==> src/rtl/fpu_arbiter_if.sv <==
// fpu_arbiter_if
//   Bundles the requester side (valid/ready request, one-hot response strobe,
//   shared result bus) and the shared fpu side (start/op/A/B out, ready/C in)
//   of the arbiter.
//   slave  : the arbiter's view (drives req_ready, resp_*, busy, fpu_start/op/a/b).
//   master : the environment's view (drives req_*, fpu_ready, fpu_c).
interface fpu_arb_if #(
    parameter int NREQ = 4
);
    logic [NREQ-1:0]      req_valid;
    logic [NREQ-1:0]      req_ready;
    logic [NREQ-1:0]      req_op;
    logic [32*NREQ-1:0]   req_a;
    logic [32*NREQ-1:0]   req_b;
    logic [NREQ-1:0]      resp_valid;
    logic [31:0]          resp_data;
    logic                 resp_err;
    logic                 busy;
    logic                 fpu_start;
    logic                 fpu_op;
    logic [31:0]          fpu_a;
    logic [31:0]          fpu_b;
    logic                 fpu_ready;
    logic [31:0]          fpu_c;

    modport slave (
        input  req_valid, req_op, req_a, req_b, fpu_ready, fpu_c,
        output req_ready, resp_valid, resp_data, resp_err, busy,
               fpu_start, fpu_op, fpu_a, fpu_b
    );

    modport master (
        output req_valid, req_op, req_a, req_b, fpu_ready, fpu_c,
        input  req_ready, resp_valid, resp_data, resp_err, busy,
               fpu_start, fpu_op, fpu_a, fpu_b
    );
endinterface

==> src/rtl/fpu_arbiter.sv <==
// fpu_arbiter
//   Round-robin sharing of one fpu among NREQ requesters. One operation is in
//   flight at a time; operands are latched at accept and held until the
//   response. The fpu start/ready handshake is sequenced through
//   ISSUE -> WAIT_LO -> WAIT_HI, each wait guarded by a TMO-cycle watchdog that
//   answers with a quiet NaN and resp_err when the fpu does not respond.
// Ports
//   clk  : clock
//   rst  : asynchronous active-high reset
//   bus  : fpu_arb_if.slave (request/response and fpu signals)
module fpu_arbiter #(
    parameter int NREQ = 4,
    parameter int TMO  = 32
) (
    input  logic     clk,
    input  logic     rst,
    fpu_arb_if.slave bus
);
    localparam int          IW   = $clog2(NREQ);
    localparam int          CW   = $clog2(TMO) + 1;
    localparam logic [31:0] QNAN = 32'h7FC0_0000;

    typedef enum logic [2:0] {IDLE, ISSUE, WAIT_LO, WAIT_HI, RESP} state_t;

    state_t          state_q;
    logic [IW-1:0]   last_q;        // last winner; also the current owner
    logic [CW-1:0]   cnt_q;
    logic [NREQ-1:0] resp_valid_q;
    logic [31:0]     resp_data_q;
    logic            resp_err_q;
    logic            fpu_op_q;
    logic [31:0]     fpu_a_q;
    logic [31:0]     fpu_b_q;

    logic            win_found;
    logic [IW-1:0]   win_idx;
    logic [IW-1:0]   idx;
    logic            sel_op;
    logic [31:0]     sel_a;
    logic [31:0]     sel_b;
    logic [NREQ-1:0] owner_oh;

    // Search starts one past the last winner and wraps, so a requester that
    // just got served has the lowest priority on the next round.
    always_comb begin
        win_found = 1'b0;
        win_idx   = '0;
        idx       = '0;
        for (int k = 1; k <= NREQ; k++) begin
            idx = IW'((int'(last_q) + k) % NREQ);
            if (!win_found && bus.req_valid[idx]) begin
                win_found = 1'b1;
                win_idx   = idx;
            end
        end
        sel_op   = 1'b0;
        sel_a    = '0;
        sel_b    = '0;
        owner_oh = '0;
        for (int i = 0; i < NREQ; i++) begin
            if (IW'(i) == win_idx) begin
                sel_op = bus.req_op[i];
                sel_a  = bus.req_a[32*i +: 32];
                sel_b  = bus.req_b[32*i +: 32];
            end
            if (IW'(i) == last_q) owner_oh[i] = 1'b1;
        end
    end

    always_comb begin
        bus.req_ready = '0;
        if (!rst && state_q == IDLE && win_found) bus.req_ready[win_idx] = 1'b1;
    end

    // Start only while the fpu reports idle, so a start is never lost.
    assign bus.fpu_start  = (state_q == ISSUE) && bus.fpu_ready;
    assign bus.busy       = (state_q != IDLE);
    assign bus.resp_valid = resp_valid_q;
    assign bus.resp_data  = resp_data_q;
    assign bus.resp_err   = resp_err_q;
    assign bus.fpu_op     = fpu_op_q;
    assign bus.fpu_a      = fpu_a_q;
    assign bus.fpu_b      = fpu_b_q;

    always_ff @(posedge clk or posedge rst) begin
        if (rst) begin
            state_q      <= IDLE;
            last_q       <= IW'(NREQ - 1);
            cnt_q        <= '0;
            resp_valid_q <= '0;
            resp_data_q  <= '0;
            resp_err_q   <= 1'b0;
            fpu_op_q     <= 1'b0;
            fpu_a_q      <= '0;
            fpu_b_q      <= '0;
        end else begin
            resp_valid_q <= '0;
            case (state_q)
                IDLE: begin
                    if (win_found) begin
                        fpu_op_q <= sel_op;
                        fpu_a_q  <= sel_a;
                        fpu_b_q  <= sel_b;
                        last_q   <= win_idx;
                        state_q  <= ISSUE;
                    end
                end
                ISSUE: begin
                    if (bus.fpu_ready) begin
                        cnt_q   <= '0;
                        state_q <= WAIT_LO;
                    end
                end
                // Ready must drop first, otherwise a stale high ready would be
                // mistaken for completion.
                WAIT_LO: begin
                    if (!bus.fpu_ready) begin
                        cnt_q   <= '0;
                        state_q <= WAIT_HI;
                    end else if (cnt_q == CW'(TMO - 1)) begin
                        resp_data_q  <= QNAN;
                        resp_err_q   <= 1'b1;
                        resp_valid_q <= owner_oh;
                        state_q      <= RESP;
                    end else begin
                        cnt_q <= cnt_q + 1'b1;
                    end
                end
                WAIT_HI: begin
                    if (bus.fpu_ready) begin
                        resp_data_q  <= bus.fpu_c;
                        resp_err_q   <= 1'b0;
                        resp_valid_q <= owner_oh;
                        state_q      <= RESP;
                    end else if (cnt_q == CW'(TMO - 1)) begin
                        resp_data_q  <= QNAN;
                        resp_err_q   <= 1'b1;
                        resp_valid_q <= owner_oh;
                        state_q      <= RESP;
                    end else begin
                        cnt_q <= cnt_q + 1'b1;
                    end
                end
                RESP:    state_q <= IDLE;
                default: state_q <= IDLE;
            endcase
        end
    end
endmodule

==> src/flat_wrapper.sv <==
// flat-port wrapper written by rule: the top's interface ports become plain ports
module fpu_arbiter_flat 
#(
    parameter int NREQ = 4,
    parameter int TMO  = 32
)
  (clk, rst, bus_req_valid, bus_req_op, bus_req_a, bus_req_b, bus_fpu_ready, bus_fpu_c, bus_req_ready, bus_resp_valid, bus_resp_data, bus_resp_err, bus_busy, bus_fpu_start, bus_fpu_op, bus_fpu_a, bus_fpu_b);
  fpu_arb_if #(.NREQ(NREQ)) bus_i ();
  input  logic clk;
  input  logic rst;
  input wire logic [$bits(bus_i.req_valid)-1:0] bus_req_valid;
  input wire logic [$bits(bus_i.req_op)-1:0] bus_req_op;
  input wire logic [$bits(bus_i.req_a)-1:0] bus_req_a;
  input wire logic [$bits(bus_i.req_b)-1:0] bus_req_b;
  input wire logic [$bits(bus_i.fpu_ready)-1:0] bus_fpu_ready;
  input wire logic [$bits(bus_i.fpu_c)-1:0] bus_fpu_c;
  output wire logic [$bits(bus_i.req_ready)-1:0] bus_req_ready;
  output wire logic [$bits(bus_i.resp_valid)-1:0] bus_resp_valid;
  output wire logic [$bits(bus_i.resp_data)-1:0] bus_resp_data;
  output wire logic [$bits(bus_i.resp_err)-1:0] bus_resp_err;
  output wire logic [$bits(bus_i.busy)-1:0] bus_busy;
  output wire logic [$bits(bus_i.fpu_start)-1:0] bus_fpu_start;
  output wire logic [$bits(bus_i.fpu_op)-1:0] bus_fpu_op;
  output wire logic [$bits(bus_i.fpu_a)-1:0] bus_fpu_a;
  output wire logic [$bits(bus_i.fpu_b)-1:0] bus_fpu_b;
  assign bus_i.req_valid = bus_req_valid;
  assign bus_i.req_op = bus_req_op;
  assign bus_i.req_a = bus_req_a;
  assign bus_i.req_b = bus_req_b;
  assign bus_i.fpu_ready = bus_fpu_ready;
  assign bus_i.fpu_c = bus_fpu_c;
  assign bus_req_ready = bus_i.req_ready;
  assign bus_resp_valid = bus_i.resp_valid;
  assign bus_resp_data = bus_i.resp_data;
  assign bus_resp_err = bus_i.resp_err;
  assign bus_busy = bus_i.busy;
  assign bus_fpu_start = bus_i.fpu_start;
  assign bus_fpu_op = bus_i.fpu_op;
  assign bus_fpu_a = bus_i.fpu_a;
  assign bus_fpu_b = bus_i.fpu_b;
  fpu_arbiter #(.NREQ(NREQ), .TMO(TMO)) u_core (.clk(clk), .rst(rst), .bus(bus_i));
endmodule
==> config.mk <==
export PLATFORM = sky130hd
export DESIGN_NAME = fpu_arbiter_flat
export DESIGN_NICKNAME = d
export VERILOG_FILES = /design/src/rtl/fpu_arbiter_if.sv /design/src/rtl/fpu_arbiter.sv /design/src/flat_wrapper.sv
export SDC_FILE = /design/constraint.sdc
export NUM_CORES = 1
export LEC_CHECK = 0
export BUFFER_PORTS_ARGS = -buffer_cell sky130_fd_sc_hd__buf_2
export CAP_MARGIN = 0
export CORE_ASPECT_RATIO = 0.5
export CORE_UTILIZATION = 30
export CTS_BUF_LIST = sky130_fd_sc_hd__clkbuf_4 sky130_fd_sc_hd__clkbuf_8 sky130_fd_sc_hd__clkbuf_16
export DETAILED_ROUTE_END_ITERATION = 12
export PLACE_DENSITY = 0.56
export SLEW_MARGIN = 20
export SYNTH_ARGS = -nofsm -noshare
export SYNTH_HDL_FRONTEND = slang
export SYNTH_SLANG_ARGS = --single-unit
==> constraint.sdc <==
create_clock -name clk -period 5.6 [get_ports clk]
set_clock_uncertainty 0.05 [all_clocks]
set_input_delay 1.12 -clock clk [delete_from_list [all_inputs] [get_ports clk]]
set_output_delay 1.12 -clock clk [all_outputs]
set_load 0.1 [all_outputs]
==> metrics.md <==
| Metric | Value |
|---|---|
| Run status | `finished, final reports clean` |
| Hold Fails Final Rpt | `0` |
| Share of cells above drive strength 1 | `45.8%` |
| First-pass GRT wire length | `35400 um` |
| WS Path Type | `in -> out` |
| Final Util | `43.4%` |
| Total Nets Final | `~1300` |
| Critical Path AT | `between 3 and 4 ns` |
| Avg WL per Cell | `17.3 um` |
| Post-CTS Hold Fix Bufs | `0` |
| Largest net degree at the start of global routing | `120` |
| # diodes | `0` |
| Syn Nets | `roughly 940` |
| Most common cell in the netlist | `mux2i_1` |
| Die ar. | `22800 sq um` |
| Post-synth EDFFs | `0` |
| Slew @ Worst Pin | `0.978 ns` |
| Slew HR | `34.8%` |
| P&R area growth vs syn | `41.7%` |
| Initial core utilization | `between 30% and 40%` |
| CTS Sinks | `113` |
| Final setup vio count | `0` |
| Synth top area cells | `dfrtp_1 42%, mux2i_1 19%, o221ai_1 7.5%` |
| Post-Syn Instances | `634` |
| Area leader, netlist | `dfrtp_1` |
| Final Cycle Share | `87.5%` |
| YS warnings | `0` |
| Post-synth top flop | `dfrtp_1` |
| CP Launch Type | `primary input` |
| Routed Wire Length | `23000 um` |
| Setup TNS Final | `0 ns` |
| Initial antenna violation count | `0` |
| Post-DP HPWL | `about 17000 um` |
| Final ANT Viol Nets | `0` |
| IO Pins | `407` |
| Share of the synthesized area in the top cell type | `between 40% and 50%` |
| CP max-delay cell | `buf_2` |
| Fill cells | `2186` |
| DIE HEIGHT | `107 um` |
| Gpl congestion | `0.894` |
| Vias in the first global route | `6662` |
| Total grt overflow | `0` |
| CTS tree | `yes` |
| Unrepaired setup endpoints after global routing | `no` |
| H-tree depth | `4` |
| Max stage delay on crit path | `0.47 ns` |
| Fmax | `204 MHz` |
| Min cycle time layout | `4.90 ns` |
| Core Area | `21700 sq um` |
| Clock transition at the registers of the reported paths | `0.06 ns` |
| Clock Latency Late Sink | `0.41 ns` |
| Crit Path Max Fanout | `15` |
| Root Buffer Master | `clkbuf_16` |
| Final Worst Setup Slack | `approximately 0.7 ns` |
| Placed cells | `around 1300` |
| Slew Limit Fails | `0` |
| WP data required | `4.43 ns` |
| Crit end category | `output pin` |
| Non-filler instance count after layout | `1328` |
| DRT Pass-1 Iters | `6` |
| Routed via count | `6683` |
| Post-synthesis async set-or-reset flop share | `100%` |
| Syn Area/Cell | `roughly 10 sq um` |
| Cell mode on critical path | `buf_2` |
| DR vias/cell | `5.03` |
| Hold Crit Class | `reg -> reg` |
| Die width | `212 um` |
| Most frequent cells after synthesis | `123 x mux2i_1, 111 x dfrtp_1, 98 x nand2_1, 57 x o221ai_1, 32 x nand4_1` |
| Clock buffer count from CTS | `17` |
| Rows | `38` |
| Worst R2R Setup Slack | `1.76 ns` |
| Number of distinct library cells after synthesis | `54` |
| Mapped Area | `roughly 6600 sq um` |
| Gr usage total | `between 20% and 30%` |
| Place WS | `0.778 ns` |
| Worst path cell trace | `buf_2 -> nor3_1 -> nand2_1 -> and2_1 -> a21o_1 -> nor4_1 -> buf_2` |
| Post-CTS sizing | `0` |
| Port buffer count | `406` |
| 1st-iter DRT viols | `379` |
| Post-CTS Setup Bufs | `0` |
| DRC | `0` |
| Sequential area share after synthesis | `42.6%` |
| FF+latch count, synth | `113` |
| Max-cap viol count | `0` |
| CTS Buffer Depth | `2` |
sequential cells by signal (all words and copies together), names as in the netlist:
signal	count
u_core.bus.resp_data	32
u_core.bus.fpu_a	32
u_core.state_q	3
u_core.bus.fpu_b	32
u_core.bus.resp_err	1
u_core.last_q	2
u_core.cnt_q	6
u_core.bus.resp_valid	4
u_core.bus.fpu_op	1
layout by cell type, fill, tap and decap left out, drive strengths merged, types with 5 or more instances in the layout:
cell type / Yosys / routed
ha: 5 / 5
and2: 7 / 7
buf: 25 / 417
a21oi: 10 / 10
o21ai: 18 / 18
nand4: 32 / 32
mux2i: 123 / 123
o221ai: 64 / 64
inv: 7 / 9
dfrtp: 111 / 111
nand2: 98 / 98
clkinv: 0 / 5
nand3: 11 / 11
a22o: 25 / 25
nor2: 11 / 11
clkbuf: 29 / 19
o22a: 9 / 9
nor4: 7 / 7
metrics by stage:
stage	instance area (sq um)	hold WS, ns
6_report	9410	0.431
5_1_grt	9410	0.455
4_1_cts	9410	0.435
3_5_place_dp	8820	0.417
3_3_place_gp	8820	0.419
2_1_floorplan	6650	0.430
layout make-up:
cell class | instances | area (sq um) | area share (%)
Sequential cell | 113 | 2830 | 30.1
Timing Repair Buffer | 417 | 2130 | 22.6
Multi-Input combinational cell | 460 | 3460 | 36.8
Clock inverter | 12 | 133 | 1.41
Inverter | 7 | 28.8 | 0.306
Tap cell | 300 | 375 | 3.99
Clock buffer | 19 | 453 | 4.81
final timing paths:
path / start / end / cells past startpoint
max: bus_req_valid[3] / bus_req_ready[3] / 7
min: u_core.bus.resp_data[26] / u_core.bus.resp_data[26] / 1
max reg2reg: u_core.last_q[0] / u_core.bus.fpu_b[12] / 10
min reg2reg: u_core.bus.resp_data[26] / u_core.bus.resp_data[26] / 1
max in group asynchronous: rst / u_core.bus.resp_data[29] / 3
min in group asynchronous: rst / u_core.bus.fpu_a[4] / 2
worst max-delay path, delay by kind of cell:
kind                   cells  cell delay, ns
AO/OA/AOI/OAI              1            0.41
buffers and inverters      2            0.62
AND/OR/NAND/NOR            4            1.56
per-layer routing:
metal	global-route usage, %	vias up	wire length [um]
li1	-	3206	-
met1	25.3	3236	10200
met2	34.8	204	11500
met3	3.84	37	912
met4	7.81	0	436
met5	0	-	0
logic make-up (layout without fill, tap and decap cells):
family | count (synthesis) | after routing | share of synthesized area, %
buf+inv | 61 | 455 | 5.60
simple gates | 184 | 184 | 13.2
compound gates | 143 | 143 | 18.1
flops | 113 | 113 | 42.6
xor+xnor | 1 | 1 | 0.132
mux | 127 | 127 | 19.4
fa+ha+maj | 5 | 5 | 0.942
Power is not shown: default switching activity piles up to over one toggle a cycle in this logic, so the estimate is an artifact.
